$ cat src/rtl/key_pulse_gen_if.sv
// Key-panel bundle: raw active-low buttons and enable in, debounced levels and press strobes out.
interface key_pulse_gen_if #(
    parameter int N_KEYS = 6
);
    logic [N_KEYS-1:0] key_n;
    logic              enable;
    logic [N_KEYS-1:0] key_level;
    logic [N_KEYS-1:0] key_pulse;
    logic              any_pulse;

    modport master (
        output key_n,
        output enable,
        input  key_level,
        input  key_pulse,
        input  any_pulse
    );

    modport slave (
        input  key_n,
        input  enable,
        output key_level,
        output key_pulse,
        output any_pulse
    );
endinterface

$ cat src/rtl/key_pulse_gen.sv
// Debounced push-button press strobes, optional hold-to-repeat when KEY_AUTO_REPEAT_EN is defined.
// Latency: key_level/key_pulse rise 2+DEBOUNCE_CYC clocks after a stable press.
// Backpressure: none; strobes are single-cycle and fire-and-forget.
module key_pulse_gen #(
    parameter int N_KEYS            = 6,
    parameter int DEBOUNCE_CYC      = 2_000_000,
    parameter int REPEAT_DELAY_CYC  = 50_000_000,
    parameter int REPEAT_PERIOD_CYC = 10_000_000
) (
    input  logic            clk,
    input  logic            rst_n,
    key_pulse_gen_if.slave  bus
);
    localparam int CW = 26;
    localparam logic [CW-1:0] DEB_MAX = CW'(DEBOUNCE_CYC);

`ifdef KEY_AUTO_REPEAT_EN
    localparam logic [CW-1:0] DELAY_LAST  = CW'(REPEAT_DELAY_CYC - 1);
    localparam logic [CW-1:0] PERIOD_LAST = CW'(REPEAT_PERIOD_CYC - 1);
    typedef enum logic [1:0] {ST_IDLE, ST_HELD, ST_REPEAT} state_t;
    logic [CW-1:0] hold_cnt [N_KEYS];
`else
    typedef enum logic {ST_IDLE, ST_HELD} state_t;
    // Repeat timing has no meaning when auto-repeat is compiled out.
    wire unused_repeat_cfg = ^{REPEAT_DELAY_CYC, REPEAT_PERIOD_CYC};
`endif

    logic [N_KEYS-1:0] sync1, sync2, pressed;
    logic [N_KEYS-1:0] key_level, key_pulse, rise, fall, pulse_nxt;
    logic              any_pulse;
    logic [CW-1:0]     deb_cnt [N_KEYS];
    state_t            state   [N_KEYS];

    always_ff @(posedge clk or negedge rst_n) begin
        if (!rst_n) begin
            sync1 <= '1;
            sync2 <= '1;
        end else begin
            sync1 <= bus.key_n;
            sync2 <= sync1;
        end
    end

    assign pressed = ~sync2;

    always_ff @(posedge clk or negedge rst_n) begin
        if (!rst_n) begin
            key_level <= '0;
            for (int i = 0; i < N_KEYS; i++) deb_cnt[i] <= '0;
        end else begin
            for (int i = 0; i < N_KEYS; i++) begin
                if (pressed[i] == key_level[i]) begin
                    deb_cnt[i] <= '0;
                end else if (deb_cnt[i] == DEB_MAX) begin
                    deb_cnt[i]   <= '0;
                    key_level[i] <= ~key_level[i];
                end else begin
                    deb_cnt[i] <= deb_cnt[i] + 1'b1;
                end
            end
        end
    end

    // Level-change events, visible in the same cycle the debouncer commits them.
    always_comb begin
        rise = '0;
        fall = '0;
        for (int i = 0; i < N_KEYS; i++) begin
            rise[i] =  pressed[i] & ~key_level[i] & (deb_cnt[i] == DEB_MAX);
            fall[i] = ~pressed[i] &  key_level[i] & (deb_cnt[i] == DEB_MAX);
        end
    end

    always_comb begin
        pulse_nxt = '0;
        for (int i = 0; i < N_KEYS; i++) begin
            if (bus.enable && !fall[i]) begin
                case (state[i])
                    ST_IDLE:   pulse_nxt[i] = rise[i];
`ifdef KEY_AUTO_REPEAT_EN
                    ST_HELD:   pulse_nxt[i] = (hold_cnt[i] == DELAY_LAST);
                    ST_REPEAT: pulse_nxt[i] = (hold_cnt[i] == PERIOD_LAST);
`endif
                    default:   pulse_nxt[i] = 1'b0;
                endcase
            end
        end
    end

    always_ff @(posedge clk or negedge rst_n) begin
        if (!rst_n) begin
            key_pulse <= '0;
            any_pulse <= 1'b0;
            for (int i = 0; i < N_KEYS; i++) begin
                state[i] <= ST_IDLE;
`ifdef KEY_AUTO_REPEAT_EN
                hold_cnt[i] <= '0;
`endif
            end
        end else begin
            key_pulse <= pulse_nxt;
            any_pulse <= |pulse_nxt;
            for (int i = 0; i < N_KEYS; i++) begin
                // A key already down when enable rises stays IDLE until re-pressed.
                if (!bus.enable || fall[i]) begin
                    state[i] <= ST_IDLE;
`ifdef KEY_AUTO_REPEAT_EN
                    hold_cnt[i] <= '0;
`endif
                end else begin
                    case (state[i])
                        ST_IDLE: begin
                            if (rise[i]) begin
                                state[i] <= ST_HELD;
`ifdef KEY_AUTO_REPEAT_EN
                                hold_cnt[i] <= '0;
`endif
                            end
                        end
`ifdef KEY_AUTO_REPEAT_EN
                        ST_HELD, ST_REPEAT: begin
                            if (pulse_nxt[i]) begin
                                state[i]    <= ST_REPEAT;
                                hold_cnt[i] <= '0;
                            end else if (hold_cnt[i] != '1) begin
                                hold_cnt[i] <= hold_cnt[i] + 1'b1;
                            end
                        end
`endif
                        default: ;
                    endcase
                end
            end
        end
    end

    assign bus.key_level = key_level;
    assign bus.key_pulse = key_pulse;
    assign bus.any_pulse = any_pulse;
endmodule

$ cat src/flat_wrapper.sv
// flat-port wrapper written by rule: the top's interface ports become plain ports
module key_pulse_gen_flat 
#(
    parameter int N_KEYS            = 6,
    parameter int DEBOUNCE_CYC      = 2_000_000,
    parameter int REPEAT_DELAY_CYC  = 50_000_000,
    parameter int REPEAT_PERIOD_CYC = 10_000_000
)
  (clk, rst_n, bus_key_n, bus_enable, bus_key_level, bus_key_pulse, bus_any_pulse);
  key_pulse_gen_if #(.N_KEYS(N_KEYS)) bus_i ();
  input  logic clk;
  input  logic rst_n;
  input wire logic [$bits(bus_i.key_n)-1:0] bus_key_n;
  input wire logic [$bits(bus_i.enable)-1:0] bus_enable;
  output wire logic [$bits(bus_i.key_level)-1:0] bus_key_level;
  output wire logic [$bits(bus_i.key_pulse)-1:0] bus_key_pulse;
  output wire logic [$bits(bus_i.any_pulse)-1:0] bus_any_pulse;
  assign bus_i.key_n = bus_key_n;
  assign bus_i.enable = bus_enable;
  assign bus_key_level = bus_i.key_level;
  assign bus_key_pulse = bus_i.key_pulse;
  assign bus_any_pulse = bus_i.any_pulse;
  key_pulse_gen #(.N_KEYS(N_KEYS), .DEBOUNCE_CYC(DEBOUNCE_CYC), .REPEAT_DELAY_CYC(REPEAT_DELAY_CYC), .REPEAT_PERIOD_CYC(REPEAT_PERIOD_CYC)) u_core (.clk(clk), .rst_n(rst_n), .bus(bus_i));
endmodule
$ cat config.mk
export PLATFORM = sky130hd
export DESIGN_NAME = key_pulse_gen_flat
export DESIGN_NICKNAME = d
export VERILOG_FILES = /design/src/rtl/key_pulse_gen_if.sv /design/src/rtl/key_pulse_gen.sv /design/src/flat_wrapper.sv
export SDC_FILE = /design/constraint.sdc
export NUM_CORES = 1
export LEC_CHECK = 0
export CORE_UTILIZATION = 55
export DETAILED_ROUTE_END_ITERATION = 16
export GPL_ROUTABILITY_DRIVEN = 0
export PLACE_DENSITY = 0.72
export SYNTH_ARGS = -nofsm -noshare
export SYNTH_HDL_FRONTEND = slang
export SYNTH_SLANG_ARGS = --single-unit
$ cat constraint.sdc
create_clock -name clk -period 2.6 [get_ports clk]
set_clock_uncertainty 0.1 [all_clocks]
set_input_delay 0.52 -clock clk [delete_from_list [all_inputs] [get_ports clk]]
set_output_delay 0.52 -clock clk [all_outputs]
set_load 0.01 [all_outputs]
==> run_results.csv, run 1 <==
group,metric,value,unit
grt,grt_start_max_net_pins,66,
detailed_routing,wl_per_cell,15.4,µm
die,die_area,18000,µm²
detailed_routing,firstDrtPassIters,5,
placed_design,port_buffers,21,
timing,rsz0062_at_grt,"no",
detailed_routing,viasPerCell,5.86,
placed_design,dp_hpwl,12600,µm
clocking,cts_hold_buf,1,
finish,n_antenna_cell,0,
finish,synthToLayoutAreaGrowth,11.9,%
clocking,cts_buffers,17,
finish,mostFrequentLayoutCell,"dfrtp_1",
timing,slew_viol_final,0,
synth,synth_seq_cells,187,
worst_setup_path,path_class,"reg2reg",
finish,final_layout_size_suffix_gt1_frac,0.0765,
die,dieWidth,134,µm
synth,ys_seq_area_frac,0.488,
timing,fmaxAchievable,437,MHz
placed_design,dpl.cell_count,1211,
detailed_routing,drc,0,
worst_setup_path,slowest_delay,0.56,ns
pwr,max-vdd-ir-drop,0.512,mV
grt,gr-usage-all-layers,0.230,
synth,synth.avg_cell_area,9.79,µm²
clocking,clkLatencyLatePin,0.44,ns
finish,multi_input_area,4510,µm²
synth,syn-cell-area,9630,µm²
finish,fin_cells,1244,
clocking,cts_resized,0,
worst_setup_path,crit_start,"u_core.deb_cnt[130]",
timing,hold_viol,0,
finish,design_area,10800,µm²
worst_setup_path,r2r-start,"u_core.deb_cnt[130]",
synth,ys_async_sr_fraction,1.00,
die,std_cell_rows,48,
synth,synthDistinctLibCells,46,
worst_setup_path,critPathRequiredTime,2.81,ns
die,coreArea,17200,µm²
pwr,p_per_area,550,nW/µm²
grt,grt_pass1_vias,7015,
placed_design,placed_area,10200,µm²
synth,synth_cells,984,
finish,regArea,4690,µm²
die,die_h,134,µm
clocking,cts_tree,"built",
pwr,leakagePower,4.29,nW
clocking,clock_path_buffers,2,
timing,fin_crit,2.29,ns
synth,yosysWarnings,0,
grt,antenna_found_initial,0,
worst_setup_path,crit_path_top_delay_cell,"or4_1",
timing,maxSlewHeadroom,0.641,
clocking,clk_pin_slew,0.07,ns
status,outcome,"completed",
synth,synth.net_count,1017,
synth,synth_edf_count,0,
detailed_routing,num_vias,7291,
timing,setup-violations-final,0,
synth,synth-main-ff-cell,"dfrtp_1",
worst_setup_path,cp_data_arrival_time,2.50,ns
die,io_pins,22,
detailed_routing,final_antenna_net_count,0,
timing,worstMarginPinSlew,0.539,ns
worst_setup_path,startpoint_type,"flip-flop",
run,cap_violations,0,
finish,fill_cells,1415,
detailed_routing,wl,19200,µm
clocking,h-tree-depth,4,
worst_setup_path,reg2reg_depth,7,
worst_hold_path,hold_class,"reg2reg",
worst_hold_path,hold_path_depth,0,
grt,grt-ovfl-total,0,
worst_setup_path,crit_path_max_fanout,26,
finish,final_cell_mix,"dfrtp_1 (175), nor2_1 (88), a21oi_1 (77)",
worst_setup_path,critical_path.endpoint_type,"flip-flop",
grt,grt_pass1_wl,33500,µm
clocking,cts.sinks,187,
worst_setup_path,cp_cell_sequence,"inv_1 -> ha_1 -> or4b_1 -> or4_1 -> o21bai_4 -> buf_12 -> a21oi_1",
detailed_routing,drt-initial-drc-count,408,
timing,post-route-period-util,0.880,
die,start_util,0.561,
clocking,root_buffer,"clkbuf_16",
finish,fin_nets,1039,
worst_hold_path,hold_start,"u_core.sync1[5]",
clocking,cts_setup_buffers,0,
logic make-up after synthesis:
logic type | synth area share
buffers and inverters | 0.0446
xor gates and xnor gates | 0.0664
DFF | 0.488
AOI/OAI and AO/OA | 0.113
and+or+nand+nor | 0.257
adders and majority gates | 0.0312
where the power goes:
part,total (mW),internal (mW),switching (mW)
Sequential,2.98,2.95,0.0336
Combinational,0.240,0.0919,0.148
Clock,2.70,1.55,1.15
stage by stage:
stage,utilization,TNS [ns],hold WS [ns],power (mW),setup slack (ns)
floorplan,-,0,0.124,3.15,0.462
CTS,0.627,0,0.257,5.99,0.289
finish,0.627,0,0.256,5.92,0.312
global placement,0.591,0,0.246,3.27,0.0120
global route,0.627,0,0.259,6.13,0.162
detailed placement,0.591,-0.00216,0.247,3.28,-0.00216
routing by layer:
layer  wire [µm]  vias to the layer above  global-route usage
met2        9230                       87               0.375
met3         627                       14              0.0495
met1        9120                     3550               0.311
met4         185                        0              0.0618
met5           0                        -                   0
li1            -                     3640                   -
sequential cells by signal, indices dropped and copies added, names as in the netlist:
signal	cells
u_core.state	6
u_core.deb_cnt	156
u_core.sync1	6
u_core.bus.key_level	6
u_core.bus.key_pulse	6
u_core.sync2	6
u_core.bus.any_pulse	1
cell type report:
cell class / instances / share of cell area
clock inverters: 13 / 0.0156
repair buffers: 39 / 0.0408
clock buffers: 19 / 0.0411
well taps: 225 / 0.0261
multi-input cells: 697 / 0.418
inverters: 64 / 0.0223
flip-flops and latches: 187 / 0.436
cell usage after synthesis, types with 3 or more instances:
library cell / number / area [µm²]
dfrtp_1: 175 / 4380
nor2_1: 88 / 330
a21oi_1: 77 / 385
inv_1: 64 / 240
or4_1: 48 / 360
xor2_1: 48 / 420
nand2_1: 47 / 176
nand4_1: 47 / 294
nand3_1: 46 / 230
o31ai_1: 42 / 315
or3_1: 39 / 244
o21ai_0: 37 / 185
xnor2_1: 25 / 219
ha_1: 24 / 300
and4_1: 23 / 201
nor3_1: 21 / 105
clkbuf_1: 19 / 71.3
and3_1: 13 / 81.3
nor4b_1: 13 / 114
dfstp_2: 12 / 315
buf_4: 8 / 60.1
nor4_1: 8 / 50.1
and2_1: 7 / 43.8
buf_2: 7 / 35.0
o21bai_4: 5 / 93.8
or4b_1: 5 / 50.1
nand2b_1: 4 / 25.0
or4bb_1: 4 / 45.0
or4b_2: 3 / 30.0
path summary, 6_finish.rpt:
kind,end,slack [ns]
setup / recovery,u_core.deb_cnt[151],0.31
hold / removal,u_core.sync2[5],0.26
setup reg to reg,u_core.deb_cnt[151],0.31
hold reg to reg,u_core.sync2[5],0.26
max in group asynchronous,u_core.sync2[5],1.19
min in group asynchronous,u_core.deb_cnt[75],0.55
critical path: cells and delay by family, from the launching register on:
family                     cells  cell delay [ns]
AOI/OAI and AO/OA              2             0.25
adders and majority gates      1             0.14
buffers and inverters          2             0.26
DFF                            1             0.42
and+or+nand+nor                2             0.98
Power figures use the tool's default switching activity.
==> run 2, diff against run 1 <==
- ABC_AREA: not set -> 1
==> run 2 against run 1 <==
Global-route usage up 1.5 points. First-iteration DRC count up 1.7%. Die area up 8.4%. Non-clock buffer count down 9. Flip-flop and latch count unchanged. Via count up 17%. Core utilization down 0.67 points. Synthesized area up 8.5%. Register-to-register slack better by 0.34 ns. Hold slack better by 0.0013 ns. Critical path type is now reg2out. Largest cell class is now multi-input combinational cells. Highest routed layer unchanged.
==> run_results.csv, run 2 <==
group,metric,value,unit
die,std_cell_rows,50,
finish,regArea,4690,µm²
synth,synth_top_area_cell,"dfrtp_1",
die,io_pins,22,
clocking,cts_resized,0,
pwr,intPower,4.47,mW
grt,grt_start_max_net_pins,57,
timing,fin_ws,0.529,ns
detailed_routing,final_antenna_net_count,0,
timing,fin_crit,2.07,ns
grt,grt_pass1_wl,38500,µm
timing,post-route-period-util,0.796,
synth,synth.net_count,1378,
clocking,clkLatencyLatePin,0.43,ns
pwr,leakagePower,5.14,nW
timing,maxSlewHeadroom,0.671,
finish,n_antenna_cell,0,
finish,fin_nets,1417,
detailed_routing,num_vias,8515,
finish,final_cell_mix,"nor2_1 (280), nand2_1 (232), inv_1 (190)",
die,die_h,140,µm
detailed_routing,viasPerCell,5.22,
placed_design,place_ws,0.667,ns
synth,syn-cell-area,10400,µm²
synth,synth_seq_cells,187,
synth,synthDistinctLibCells,41,
synth,yosysMostFrequentCell,"nor2_1",
worst_setup_path,critical_path.endpoint_type,"output port",
die,die_area,19500,µm²
detailed_routing,drt-initial-drc-count,415,
pwr,p_per_area,495,nW/µm²
finish,final_layout_size_suffix_gt1_frac,0.0838,
clocking,clk_pin_slew,0.06,ns
worst_setup_path,path_buf_inv,1,
timing,hold_viol,0,
synth,synthTopCellsByArea,"dfrtp_1 (42%), nor2_1 (10%), nand2_1 (8.3%), inv_1 (6.8%), xor2_1 (4.5%)",
worst_setup_path,path_delay_family,"buffers and inverters",
worst_setup_path,critPathRequiredTime,1.98,ns
timing,finalSetupTns,0,ns
clocking,cts_buffers,17,
placed_design,port_buffers,21,
pwr,p_switching,1.26,mW
grt,grt-ovfl-total,0,
status,outcome,"completed",
die,dieWidth,140,µm
worst_setup_path,cp_cell_sequence,"clkdlybuf4s50_1",
clocking,cts.sinks,187,
grt,grt_pass1_vias,8323,
pwr,combinationalPowerShare,0.042,
clocking,cts_tree,"built",
synth,synth_edf_count,0,
finish,fill_cells,1646,
synth,ys_seq_area_frac,0.449,
timing,rsz0062_at_grt,"no",
pwr,switching_share,0.220,
timing,setup-violations-final,0,
synth,synth-main-ff-cell,"dfrtp_1",
detailed_routing,drc,0,
grt,antenna_found_initial,0,
synth,ys_async_sr_fraction,1.00,
finish,multi_input_area,4970,µm²
synth,synthTopCellsByCount,"nor2_1 (280), nand2_1 (232), inv_1 (190), dfrtp_1 (175), nor3_1 (69)",
finish,largest-register,"u_core.deb_cnt",
detailed_routing,wl_per_cell,13.6,µm
timing,slew_viol_final,0,
worst_setup_path,crit_path_top_delay_cell,"clkdlybuf4s50_1",
clocking,clock_path_buffers,2,
detailed_routing,wl,22200,µm
detailed_routing,firstDrtPassIters,5,
synth,synth.top_cell.area_share,0.419,
synth,yosysWarnings,0,
die,coreArea,18600,µm²
synth,synth.avg_cell_area,7.77,µm²
worst_setup_path,crit_path_max_fanout,4,
clocking,h-tree-depth,4,
timing,fmaxAchievable,483,MHz
worst_setup_path,cp_data_arrival_time,1.45,ns
finish,largest_register_ffs,156,
finish,synthToLayoutAreaGrowth,10.8,%
worst_setup_path,slowest_delay,0.58,ns
worst_hold_path,hold_class,"reg2reg",
worst_setup_path,ff2ff_setup_slack,0.65,ns
synth,synth_cells,1345,
pwr,p_clk_frac,0.438,
pwr,max-vdd-ir-drop,0.430,mV
pwr,p_seq_frac,0.520,
finish,mostFrequentLayoutCell,"nor2_1",
placed_design,dp_hpwl,16500,µm
run,cap_violations,0,
clocking,root_buffer,"clkbuf_16",
die,start_util,0.560,
grt,gr-usage-all-layers,0.245,
timing,worstMarginPinSlew,0.490,ns
worst_setup_path,startpoint_type,"flip-flop",
worst_setup_path,path_class,"reg2out",
[run 2: cell types whose count changed in the layout (fill, tap and decap cells not counted), moves of 39 or more]
cell / previous run / this run
inv_1: 64 / 190
nand2_1: 47 / 232
nor2_1: 88 / 280
nor3_1: 21 / 69
o31ai_1: 42 / 0
or3_1: 39 / 0
or4_1: 48 / 0
[run 2: power groups by stage]
stage,logic [mW],clock network [mW],registers [mW]
floorplan,0.124,0,3.03
CTS,0.247,2.57,2.98
finish,0.238,2.51,2.98
global placement,0.240,0,3.03
detailed placement,0.245,0,3.03
global route,0.282,2.69,2.98
[run 2: what timing repair did]
action | in CTS | in global routing
hold buffers | 1 | 0
hold endpoints to repair | 50 | 0
endpoints found under the setup margin | 0 | 0
buffers inserted | 0 | 0
[run 2: logic make-up after synthesis]
group,Yosys count,synth area share
adders and majority gates,24,0.0287
DFF,187,0.449
xor gates and xnor gates,61,0.0511
buffers and inverters,207,0.0752
AOI/OAI and AO/OA,102,0.0532
and+or+nand+nor,764,0.342
[run 2: area by class of cell]
cell class,count,area share
clock buffers,26,0.0440
inverters,197,0.0639
well taps,234,0.0253
clock inverters,6,0.00519
repair buffers,30,0.0267
flip-flops and latches,187,0.406
multi-input cells,951,0.429
[run 2: final timing paths]
kind / from / to / cells past startpoint
setup / recovery: u_core.bus.key_level[2] / bus_key_level[2] / 1
hold / removal: u_core.sync1[0] / u_core.sync2[0] / 0
setup reg to reg: u_core.deb_cnt[78] / u_core.deb_cnt[90] / 9
hold reg to reg: u_core.sync1[0] / u_core.sync2[0] / 0
max in group asynchronous: rst_n / u_core.sync2[5] / 3
min in group asynchronous: rst_n / u_core.deb_cnt[10] / 2
[run 2: stage by stage]
stage               instances  utilization  hold slack (ns)  power [mW]  cell area, µm²
CTS                      1631        0.621            0.258        5.80           11600
global route             1631        0.621            0.262        5.95           11600
global placement         1598        0.590            0.246        3.27           11000
floorplan                1345            -            0.124        3.15           10400
detailed placement       1598        0.590            0.249        3.28           11000
finish                   1631        0.621            0.257        5.73           11600
[run 2: per-layer routing]
layer  up-vias  routed length, µm  track usage
met4         0                359       0.0758
met1      3980              10200        0.321
met3        28                751       0.0382
met5         -                  0            0
met2       149              10800        0.417
li1       4358                  -            -
==> variant 1, RTL diff (config.mk and constraints of run 2) <==
`N_KEYS` is set to 6 in 3 places; all go to 12.
--- a/src/rtl/key_pulse_gen_if.sv
+++ b/src/rtl/key_pulse_gen_if.sv
@@ -1,5 +1,5 @@
 // Key-panel bundle: raw active-low buttons and enable in, debounced levels and press strobes out.
 interface key_pulse_gen_if #(
-    parameter int N_KEYS = 6
+    parameter int N_KEYS = 12
 );
     logic [N_KEYS-1:0] key_n;
--- a/src/rtl/key_pulse_gen.sv
+++ b/src/rtl/key_pulse_gen.sv
@@ -3,5 +3,5 @@
 // Backpressure: none; strobes are single-cycle and fire-and-forget.
 module key_pulse_gen #(
-    parameter int N_KEYS            = 6,
+    parameter int N_KEYS            = 12,
     parameter int DEBOUNCE_CYC      = 2_000_000,
     parameter int REPEAT_DELAY_CYC  = 50_000_000,
--- a/src/flat_wrapper.sv
+++ b/src/flat_wrapper.sv
@@ -2,5 +2,5 @@
 module key_pulse_gen_flat 
 #(
-    parameter int N_KEYS            = 6,
+    parameter int N_KEYS            = 12,
     parameter int DEBOUNCE_CYC      = 2_000_000,
     parameter int REPEAT_DELAY_CYC  = 50_000_000,
Ports: changed (resized bus_key_level, bus_key_n and bus_key_pulse); port bits go from 22 to 40. The function was not compared with the original's and may differ.
==> variant 1 against run 2 <==
- routed wire length grew 92%
- power grew 120%
- count of clock-buffer cells in the layout grew 38
- synthesized area rose by 94%
- via count grew 96%
- largest cell class is now sequential cells
- final area increased by 97%
- setup slack worse by 0.16 ns
- non-clock buffer count grew 27
- critical endpoint is now u_core.deb_cnt[46]$_DFF_PN0_
- sequential cell count increased by 186
- sequential power increased by 100%
- highest routed layer unchanged
- global-route usage fell by 1.1 points
==> variant 1: results (changes against run 2) <==
outcome:
  status: "finished clean"
cells_and_area:
  fillCellCount: 3094  # +88%
  clkbuf_count: 64  # +150%
  largest_reg_flops: 312  # +100%
  layout.nets: 2772  # +96%
  seq_area_um2: 9364  # +99%
  clock_tree_area_fraction_pct: 6.248  # +1.3 points
  buffer_area_share_pct: 2.616  # -0.055 points
  layout-drive-gt1-share_pct: 7.255  # -1.1 points
  buffers: 57  # +90%
  inverters: 437  # +120%
  area_delta_synth_final_pct: 12.42
  multi_input_area_share_pct: 40.28  # -2.6 points
  comb.multi_input.count: 1798  # +89%
placement:
  io_buffers: 39  # +86%
  post-dp-hpwl_um: 30850  # +87%
detailed_routing:
  wl_met1_um: 20490  # +100%
  wl_met2_um: 19460  # +80%
  top_layer_used: "met4"
  dr_wl_met3_um: 1785  # +140%
  drt_iter0_drc: 998  # +140%
  via_count: 16670  # +96%
yosys:
  yosysSeqAreaShare_pct: 46.23  # +1.3 points
  synth_cell_types: 42  # +2.4%
  syn_nets: 2690  # +95%
  synthTopCellsByArea: "dfrtp_1, nor2_1, nand2_1"
  synth_commonest_cells: "nor2_1, nand2_1, inv_1"
grt:
  grtUsageTotal_pct: 23.38  # -1.1 points
  grt_pass1_vias: 16150  # +94%
  use_met2_pct: 37.96  # -3.8 points
  grt_util_met1_pct: 32.26  # +0.16 points
  grt_pass1_wl_um: 74020  # +92%
  grt_max_degree: 64  # +12%
  gr-usage-met3_pct: 4.053  # +0.23 points
clocking:
  postCtsSetupRepairBufs: 0  # unchanged
  cts_buffers: 42  # +25
  clk_path_buf_depth: 3  # +1
  clock_sinks: 373  # +99%
  cts_max_level: 2  # -2
  clock_latency_ns: 0.56  # +0.13 ns
critical_path:
  arrival_ns: 2.60  # +1.15 ns
  cpPeakStageDelay_ns: 0.55  # -0.03 ns
  crit_path_max_fanout: 14  # +10
  slowest_stage: "nor2_1"
  crit_family: "simple AND/OR/NAND/NOR gates"
sta:
  worst_pin_slew_ns: 0.6307  # +0.1410 ns
  slew_violations: 0  # unchanged
pwr:
  peakVddDrop_v: 0.0003579  # -17%
  p_leak_nw: 10.51  # +100%
hold_path:
  hold_path_depth: 0  # unchanged
variant 1: cell count changes after synthesis, sizes merged, moves of 12 or more:
cell,run 2,this run
dfrtp,175,349
inv,197,433
nand2,251,471
xor2,54,92
ha,24,48
a21oi,53,132
nor2,301,543
nor3,81,176
nand3,55,122
dfstp,12,24
nand4,44,66
o21ai,29,64
variant 1: stage by stage:
stage / power (W) / instances / setup WS [ns]
global placement: 0.006526 / 3125 / 0.4675
global route: 0.01296 / 3204 / 0.1629
floorplan: 0.006287 / 2627 / 0.7597
detailed placement: 0.006547 / 3125 / 0.3898
CTS: 0.01268 / 3204 / 0.3228
finish: 0.01252 / 3204 / 0.3677
variant 1: worst paths after layout:
check | slack (ns) | start | end
max | 0.37 | u_core.sync2[10]$_DFF_PN1_ | u_core.deb_cnt[46]$_DFF_PN0_
min | 0.25 | u_core.sync1[3]$_DFF_PN1_ | u_core.sync2[3]$_DFF_PN1_
max reg2reg | 0.37 | u_core.sync2[10]$_DFF_PN1_ | u_core.deb_cnt[46]$_DFF_PN0_
min reg2reg | 0.25 | u_core.sync1[3]$_DFF_PN1_ | u_core.sync2[3]$_DFF_PN1_
max in group asynchronous | 1.26 | rst_n | u_core.sync2[2]$_DFF_PN1_
min in group asynchronous | 0.38 | rst_n | u_core.deb_cnt[81]$_DFF_PN0_
variant 1: logic make-up after synthesis:
kind of cell | count (synthesis) | share of synthesized area (%)
flops | 373 | 46.23
fa+ha+maj | 48 | 2.965
buf+inv | 456 | 8.488
simple gates | 1411 | 31.61
compound gates | 235 | 6.208
xor+xnor | 104 | 4.497
variant 1: report_power, final:
part,total [W],internal [W],leakage (nW),switching [W]
clock,0.00609,0.00371,0.695,0.00238
combinational,0.000487,0.000156,4.72,0.000331
sequential,0.00595,0.00589,5.10,0.0000605
total,0.0125,0.00975,10.5,0.00277
==> variant 2, RTL diff (config.mk and constraints of run 2) <==
Made on the original files. Make the reset (`rst_n`) synchronous in 3 clocked blocks.
--- a/src/rtl/key_pulse_gen.sv
+++ b/src/rtl/key_pulse_gen.sv
@@ -32,5 +32,5 @@
     state_t            state   [N_KEYS];
 
-    always_ff @(posedge clk or negedge rst_n) begin
+    always_ff @(posedge clk) begin
         if (!rst_n) begin
             sync1 <= '1;
@@ -44,5 +44,5 @@
     assign pressed = ~sync2;
 
-    always_ff @(posedge clk or negedge rst_n) begin
+    always_ff @(posedge clk) begin
         if (!rst_n) begin
             key_level <= '0;
@@ -88,5 +88,5 @@
     end
 
-    always_ff @(posedge clk or negedge rst_n) begin
+    always_ff @(posedge clk) begin
         if (!rst_n) begin
             key_pulse <= '0;
Formal check against the unedited RTL: no difference found for any inputs over 10 cycles, from zero or initial values and one cycle with rst_n low; that may be too few to reach the edited logic, so the function may still have changed.
==> variant 2 against run 2 <==
- final area rose by 11%
- synthesized cell count increased by 0.30%
- synthesized area grew 6.9%
- power up 13%
- global-route usage fell by 2.4 points
- sequential cell count unchanged
- hold slack better by 0.056 ns
- routed wire length is 5.4% lower
- fmax shrank 10%
- setup slack got worse by 0.23 ns
==> variant 2: results (changes against run 2) <==
hold_path:
  whs_endpoint: "u_core.sync2[2]$_SDFF_PN1_"
  min-delay-start: "u_core.sync1[2]$_SDFF_PN1_"
sta:
  setup_ws_ns: 0.3006  # -0.2288 ns
  fin_hold_ws_ns: 0.3132  # +0.05578 ns
detailed_routing:
  via_count: 8721  # +2.4%
  drt_iter0_drc: 525  # +27%
  wl_met2_um: 10120  # -6.6%
  wl_met1_um: 10240  # about the same
critical_path:
  r2r-start: "u_core.deb_cnt[0][0]$_SDFFCE_PN0P_"
  path_class: "flop to flop"
  slowest_stage: "edfxtp_1"
yosys:
  synth_cell_types: 50  # +22%
  async_flop_share_pct: 0  # -100 points
  synthTopCellsByArea: "edfxtp_1, nand2_1, nor2_1"
  yosysSeqAreaShare_pct: 48.03  # +3.1 points
  synth_commonest_cells: "nand2_1, nor2_1, inv_1"
pwr:
  clockPowerShare_pct: 40.9  # -2.9 points
  peakVddDrop_v: 0.0004542  # +5.7%
placement:
  post-dp-hpwl_um: 15910  # -3.7%
  postPlaceCellArea_um2: 12230  # +11%
outcome:
  status: "finished clean"
cells_and_area:
  layout-drive-gt1-share_pct: 8.166  # -0.21 points
grt:
  grtUsageTotal_pct: 22.04  # -2.4 points
  grt_max_degree: 28  # -51%
  grt_pass1_wl_um: 36550  # -5.0%
  gr-usage-met3_pct: 2.947  # -0.87 points
variant 2: changes by cell type in the layout (fill, tap and decap cells not counted), sizes merged, moves of 25 or more:
cell	run 2	this run
nor2	301	261
conb	0	156
xor2	54	25
dfrtp	175	0
or2	1	33
dfxtp	0	25
edfxtp	0	162
variant 2: cells by family after synthesis:
logic type	synth area share (%)
AO/OA/AOI/OAI	5.131
XOR/XNOR	3.293
adder cells (fa/ha/maj)	2.688
buffers and inverters	7.494
flip-flops	48.03
other	0.03357
AND/OR/NAND/NOR	33.33
variant 2: cell type report:
type	instances	area [µm²]	area share, %
inverters	193	724.4	5.649
repair buffers	27	255.2	1.990
multi-input cells	1104	5549	43.27
well taps	265	331.6	2.586
clock buffers	17	425.4	3.317
flip-flops and latches	187	5365	41.84
clock inverters	15	172.7	1.346
